File: src/rtl/mem_pkg.sv
// mem_pkg: shared state encoding and byte-lane mask constants for the memory bus path.
package mem_pkg;
    localparam logic [1:0] ST_IDLE  = 2'd0;
    localparam logic [1:0] ST_READ  = 2'd1;
    localparam logic [1:0] ST_WRITE = 2'd2;
    localparam logic [1:0] ST_RESP  = 2'd3;

    localparam logic [1:0] MASK_NONE = 2'b00;
    localparam logic [1:0] MASK_LO   = 2'b01;
    localparam logic [1:0] MASK_HI   = 2'b10;
    localparam logic [1:0] MASK_WORD = 2'b11;

    function automatic logic [1:0] lane_mask(input logic byte_acc, input logic a0);
        return byte_acc ? (a0 ? MASK_HI : MASK_LO) : MASK_WORD;
    endfunction
endpackage

File: src/rtl/mem_sequencer.sv
// mem_sequencer: turns single CPU byte/word requests into timed memory_bus transactions,
// one response per accepted request, odd-address word accesses answered with an error.
module mem_sequencer
    import mem_pkg::*;
#(
    parameter int READ_WAIT = 2
) (
    input  logic        clk,
    input  logic        reset,
    input  logic        req_valid,
    output logic        req_ready,
    input  logic        req_write,
    input  logic        req_byte,
    input  logic [15:0] req_address,
    input  logic [15:0] req_data,
    output logic        rsp_valid,
    output logic [15:0] rsp_data,
    output logic        rsp_error,
    output logic [15:0] address,
    output logic [15:0] data_in,
    output logic [1:0]  write_mask,
    output logic        bus_enable,
    output logic        write_enable,
    input  logic [15:0] data_out
);
    logic [1:0]  state_q, state_d, mask_q, mask_d;
    logic [2:0]  cnt_q, cnt_d;
    logic [15:0] addr_q, addr_d, din_q, din_d, rsp_data_q, rsp_data_d, rd_word;
    logic        byte_q, byte_d, a0_q, a0_d, err_q, err_d, accept;

    assign req_ready = reset && state_q == ST_IDLE;
    assign accept    = req_valid && req_ready;
    assign rd_word   = byte_q ? {8'h00, a0_q ? data_out[15:8] : data_out[7:0]} : data_out;

    always_comb begin
        state_d    = state_q;
        cnt_d      = cnt_q;
        addr_d     = addr_q;
        din_d      = din_q;
        mask_d     = mask_q;
        byte_d     = byte_q;
        a0_d       = a0_q;
        rsp_data_d = rsp_data_q;
        err_d      = err_q;
        if (accept) begin
            addr_d = {req_address[15:1], 1'b0};
            din_d  = req_byte ? {2{req_data[7:0]}} : req_data;
            mask_d = lane_mask(req_byte, req_address[0]);
            byte_d = req_byte;
            a0_d   = req_address[0];
            cnt_d  = 3'(READ_WAIT);
            if (!req_byte && req_address[0]) begin
                state_d    = ST_RESP;
                rsp_data_d = '0;
                err_d      = 1'b1;
            end else begin
                state_d = req_write ? ST_WRITE : ST_READ;
            end
        end else if (state_q == ST_WRITE) begin
            state_d    = ST_RESP;
            rsp_data_d = '0;
            err_d      = 1'b0;
        end else if (state_q == ST_READ) begin
            cnt_d = cnt_q - 3'd1;
            // the counter reaching 1 marks the last cycle of the block-RAM wait
            if (cnt_q == 3'd1) begin
                state_d    = ST_RESP;
                rsp_data_d = rd_word;
                err_d      = 1'b0;
            end
        end else if (state_q == ST_RESP) begin
            state_d = ST_IDLE;
        end
    end

    always_ff @(posedge clk or negedge reset) begin
        if (!reset) begin
            state_q    <= ST_IDLE;
            cnt_q      <= '0;
            addr_q     <= '0;
            din_q      <= '0;
            mask_q     <= MASK_NONE;
            byte_q     <= 1'b0;
            a0_q       <= 1'b0;
            rsp_data_q <= '0;
            err_q      <= 1'b0;
        end else begin
            state_q    <= state_d;
            cnt_q      <= cnt_d;
            addr_q     <= addr_d;
            din_q      <= din_d;
            mask_q     <= mask_d;
            byte_q     <= byte_d;
            a0_q       <= a0_d;
            rsp_data_q <= rsp_data_d;
            err_q      <= err_d;
        end
    end

    assign address      = addr_q;
    assign data_in      = din_q;
    assign write_mask   = state_q == ST_WRITE ? mask_q : MASK_NONE;
    assign bus_enable   = state_q == ST_READ || state_q == ST_WRITE;
    assign write_enable = state_q == ST_WRITE;
    assign rsp_valid    = state_q == ST_RESP;
    assign rsp_data     = rsp_data_q;
    assign rsp_error    = err_q;
endmodule

File: config.mk
export PLATFORM = sky130hd
export DESIGN_NAME = mem_sequencer
export DESIGN_NICKNAME = d
export VERILOG_FILES = /design/src/rtl/mem_pkg.sv /design/src/rtl/mem_sequencer.sv
export SDC_FILE = /design/constraint.sdc
export NUM_CORES = 1
export LEC_CHECK = 0
export ABC_AREA = 1
export CELL_PAD_IN_SITES_DETAIL_PLACEMENT = 0
export CELL_PAD_IN_SITES_GLOBAL_PLACEMENT = 2
export CORE_ASPECT_RATIO = 0.9
export CORE_UTILIZATION = 24
export DETAILED_ROUTE_END_ITERATION = 8
export HOLD_SLACK_MARGIN = 0.02
export MAX_ROUTING_LAYER = met4
export PLACE_DENSITY = 0.85
export SYNTH_ARGS = -nofsm -noshare
export SYNTH_HDL_FRONTEND = slang
export SYNTH_SLANG_ARGS = --single-unit
File: constraint.sdc
create_clock -name clk -period 1.6 [get_ports clk]
set_input_delay 0.24 -clock clk [delete_from_list [all_inputs] [get_ports clk]]
set_output_delay 0.24 -clock clk [all_outputs]
set_load 0.005 [all_outputs]
== Word-level counts from Yosys, hierarchy flattened ==
Index checks and enable logic that the tools add are counted.
Storage, ports and cells
  register bits after elaboration: 57
  input bits: 53
  output and inout bits: 55
  logic and storage cells: 56
Operators by class
  add/subtract/negate cells: 1
  eq/ne operators: 7
  mux-type cells: 26
  reduce and logical (&&, ||, !) cells: 13
Operator list (count)
  two-way mux 16 bit: 7
  two-way mux 2 bit: 10
  two-way mux 3 bit: 3
  two-way mux 8 bit: 1
  nonzero test 3 bit: 2
  two-way mux 1 bit: 5
  == test 2 bit, second input constant: 2
  != test 2 x 1 -> 1 bit, second input constant: 2
  != test 4 x 3 -> 1 bit, second input constant: 1
  AND reduction 2 bit: 2
  nonzero test 4 bit: 1
  == test 3 x 1 -> 1 bit, second input constant: 1
  logical AND 1 bit: 3
  AND reduction 3 bit: 1
  subtractor 3 x 1 -> 3 bit, second input constant: 1
  == test 2 x 1 -> 1 bit, second input constant: 1
  logical NOT 2 bit: 1
  nonzero test 2 bit: 1
  logical NOT 1 bit: 1
  logical OR 1 bit: 1

== Longest topological paths before layout ==
Gate-level depths: netlist of the first run.
  depth in word-level cells: 6
  depth in mapped cells: 9
  mapped depth without buffers: 8

== Least setup slack after synthesis of the first run ==
OpenSTA, ideal clock, no wires.
  path kind: register -> register
  start point: register state_q[0]
  end point: register rsp_data_q[15] (netlist: rsp_data[15])
  arrival time: 1.292 ns
  slack: 0.191 ns
  cell stages (with the launch flop): 8
  path buffers: 1
  cell sequence: dfrtp_1 > inv_1 > ha_1 > inv_2 > nand3_2 > buf_4 > nand3_1 > nand2_1
RTL lines
  start: declaration: line mem_sequencer.sv:26  | logic [1:0] state_q, state_d, mask_q, mask_d;
  start signal: assignment: line mem_sequencer.sv:88  | state_q <= state_d;
  == test 2 bit (*)
  net write_enable: line mem_sequencer.sv:23  | output logic write_enable,
  nonzero test 3 bit (no line) or two-way mux 16 bit (tied branches)
  AND reduction 3 bit (no line) or two-way mux 16 bit (tied branches)
  end signal: assignment: line mem_sequencer.sv:95  | rsp_data_q <= rsp_data_d;
  end: declaration: line mem_sequencer.sv:28  | logic [15:0] addr_q, addr_d, din_q, din_d, rsp_data_q, rsp_data_d, rd_word;
Mark *: on every way through the listed nets, which the timed path passes. The rest lies on a longest branch.
A chain may end at the register's enable or synchronous reset.

== Final worst setup path of the first run ==
  start point: register state_q[1]
  end point: output write_mask[0]
On the way
  word-level cells in the longest chain between the ends: 2
Ends and longest elaborated chain
  == test 2 bit: line mem_sequencer.sv:102  | assign write_mask = state_q == ST_WRITE ? mask_q : MASK_NONE;
  two-way mux 2 bit: line mem_sequencer.sv:102
  end: declaration: line mem_sequencer.sv:21  | output logic [1:0] write_mask,
No other way between the ends.

==> results of run 1 <==
==> sequential cells by signal, indices dropped and copies added (netlist names) <==
| register | count |
|---|---|
| cnt_q | 3 |
| a0_q | 1 |
| state_q | 2 |
| rsp_error | 1 |
| byte_q | 1 |
| rsp_data | 16 |
| mask_q | 2 |
| data_in | 16 |
| address | 15 |
==> cell families after synthesis <==
group | after synthesis
AOI/OAI and AO/OA | 29
adders and majority gates | 6
and+or+nand+nor | 214
other | 1
DFF | 57
buffers and inverters | 55
==> worst max path at each step <==
stage | start | end
floorplan | state_q[0] | rsp_data[15]
global placement | req_valid | data_in[14]
detailed placement | req_valid | data_in[14]
CTS | state_q[0] | write_enable
global route | state_q[0] | write_mask[0]
finish | state_q[1] | write_mask[0]
==> metrics by stage <==
step	TNS, ps	util	setup WS [ps]	cells	hold slack [ps]
after global routing	-292	0.417	-64.7	647	451
after CTS	-34.0	0.410	-20.4	646	438
final	0	0.417	23.4	647	449
after detailed placement	-2.95	0.373	-2.95	624	269
after global placement	0	0.373	42.0	624	279
after floorplan	0	-	191	362	-55.6
==> metal layers <==
layer | vias up | global-route usage | wire length [um] | share of wire
li1 | 1376 | - | - | -
met1 | 1190 | 0.186 | 3780 | 0.48
met2 | 78 | 0.215 | 3510 | 0.44
met3 | 4 | 0.0513 | 576 | 0.073
met4 | 0 | 0.0330 | 46 | 0.0058
met5 | - | - | 0 | 0
==> cell usage after synthesis, types with 2 or more instances <==
master,n
nand2_1,145
dfrtp_1,57
nand3_1,37
inv_1,34
nor2_1,23
o21ai_0,23
buf_2,10
ha_1,6
buf_4,4
inv_2,3
nand4_1,3
a21oi_1,2
clkbuf_1,2
nand2_2,2
nand2_4,2
nand3_2,2
o31ai_1,2
==> where the power goes <==
part	switching, uW	leakage (uW)	total [uW]	internal, uW
Sequential	410	0.000714	2540	2140
Clock	652	0.000162	2090	1440
Combinational	1810	0.00143	4030	2220
Total	2870	0.00231	8670	5800
==> final cells by class <==
type / count / area [um^2]
sequential: 57 / 1430
inverter: 38 / 150
tap: 152 / 190
fill: 1152 / 6460
clock inverter: 5 / 77.6
multi-input combinational: 250 / 1210
timing repair buffer: 134 / 1320
clock buffer: 11 / 253
==> worst min-delay path, delay by kind of cell <==
kind                   cells  cell delay [ps]
buffers and inverters      1              390
and+or+nand+nor            2              100
==> repair_timing <==
| item | in CTS | in global routing |
|---|---|---|
| cloned | 0 | 1 |
| endpoints found under the setup margin | 7 | 27 |
| hold buffers | 1 | 0 |
| endpoints found under the hold margin | 15 | 0 |
| buffers inserted | 5 | 0 |
| gates resized for setup | 23 | 19 |
| pin swaps | 0 | 5 |
==> key figures, run 1 <==
Flow run
  – Maxcap violations: 0

Timing
  – Max Fclk: 634 MHz
  – Slew HR: 0.636
  – # setup viols final: 0
  – Worst-margin pin slew: 545 ps
  – Clock Skews: 4.56 ps
  – Slew Viols, Final: 0
  – Final Hold Viols: 0
  – Minimum clock period: 1580 ps
  – RSZ-0062 raised after global routing: true
  – Crit share post-route: 0.985

Logic synthesis
  – Combinational family with the most area after synthesis: simple AND/OR/NAND/NOR gates
  – Post-synthesis mux area share: 0
  – Netlist Area Pre-Place: 2790 um^2
  – Ys flop type: dfrtp_1
  – Synth Area in Adders: 0.0269
  – Post-synthesis cell count: 362
  – Cell accounting for the most synthesized area: dfrtp_1
  – EDFF count, synth: 0
  – Synth Area in Compound Gates: 0.0560
  – Post-synth cell types: 22
  – Register bit count reported by yosys: 57
  – Post-Syn Area per Cell: 7.71 um^2
  – Synth warn: 0
  – Simple logic cell fraction of the synthesized area: 0.319
  – Synth top area share: 0.511
  – Seq/Total Area, Yosys: 0.511
  – Synth async-reset ratio: 1.00
  – Post-Syn Nets: 421
  – Xor and xnor fraction of the mapped netlist area: 0
  – Main area contributors after synthesis: dfrtp_1 (51%), nand2_1 (19%), nand3_1 (6.6%), inv_1 (4.6%), o21ai_0 (4.1%)

Pwr
  – Peak supply drop: 0.000695 V
  – Pwr per Cell Area: 1880 nW/um^2
  – Static leakage: 0.00231 uW
  – Tot Pwr: 8670 uW

Setup path
  – Crit path DAT: 1340 ps
  – RR Endpoint: rsp_error
  – Setup crit start kind: register
  – Critical path, cell by cell: buf_4, ha_4, nand2_2, inv_2, clkdlybuf4s15_2
  – Top delay family on crit path: flip-flops
  – Slowest cell on crit path: dfrtp_1
  – Crit path largest cell delay: 400 ps
  – Setup crit end kind: output pin
  – Reg2Reg Depth: 9
  – Crit path depth: 5
  – Crit-path max FO: 3
  – Worst Path Buf+Inv: 3
  – CP required: 1360 ps
  – R2R setup slack: 70 ps
  – Worst r2r src: state_q[1]
  – Critical Setup Path Class: register to output pin

Layout
  – Area Growth Syn to Fin: 65.4%
  – Share of post-route cells with drive strength above 1: 0.145
  – N_diodes: 0
  – Most frequent cells in the layout: nand2_1 (143), clkdlybuf4s50_1 (99), dfrtp_1 (57)
  – Commonest non-fill, non-tap cell in the layout: nand2_1
  – Finished Cell Area: 4620 um^2
  – Nets: 549

Floorplan
  – DIE WIDTH: 116 um
  – Core Area: 11100 um^2
  – Initial core utilization: 0.252
  – FP Rows: 36
  – I/O pins: 108
  – Die area: 12100 um^2
  – Die height: 104 um

Clocking
  – Worst skew pair latency: 320 ps
  – Max clock buf depth: 2
  – CTS tree: yes
  – Clock Sinks: 57
  – CTS clk-pin slew, worst paths: 50 ps
  – Root Buffer: clkbuf_16
  – Num CTS Buffers: 9
  – H-tree levels: 3

Route
  – Drt wl/cell: 12.2 um
  – Residual DRC count: 0
  – Initial DRC Count: 125
  – Via count: 2648
  – Vias per cell: 4.09
  – Routed Wire Length: 7.91 mm
  – Router iterations before antenna repair: 4
  – Antenna Nets Post-Route: 0

Place
  – GP Congestion: 0.772
  – Post-DP HPWL: 5.76 mm
  – Port bufs: 106
  – Dpl cell area: 4140 um^2

Hold path
  – Type of the worst min-delay path: input pin to register
  – Hold path endpoint: address[12]
  – Hold Path Origin: req_address[12]
  – Worst Hold Depth: 3

Outcome
  – Status: finished clean

GRT
  – Pin count of the biggest net entering global routing: 43
  – Initial antenna violation count: 0
  – First-pass GRT wire length: 13.2 mm
  – Vias in the first global route: 2738
  – Total track usage: 0.144
  – Total gr overflow: 0
No activity file was read; power rests on OpenSTA's default activity.
==> run 2: changes to the inputs <==
--- a/config.mk
+++ b/config.mk
@@ -9,6 +9,7 @@
 export CELL_PAD_IN_SITES_DETAIL_PLACEMENT = 0
 export CELL_PAD_IN_SITES_GLOBAL_PLACEMENT = 2
 export CORE_ASPECT_RATIO = 0.9
+export CORE_MARGIN = 1
 export CORE_UTILIZATION = 24
 export DETAILED_ROUTE_END_ITERATION = 8
 export HOLD_SLACK_MARGIN = 0.02
==> results of run 2 <==
No change in the layout: final DEF, timing and power equal those of run 1.
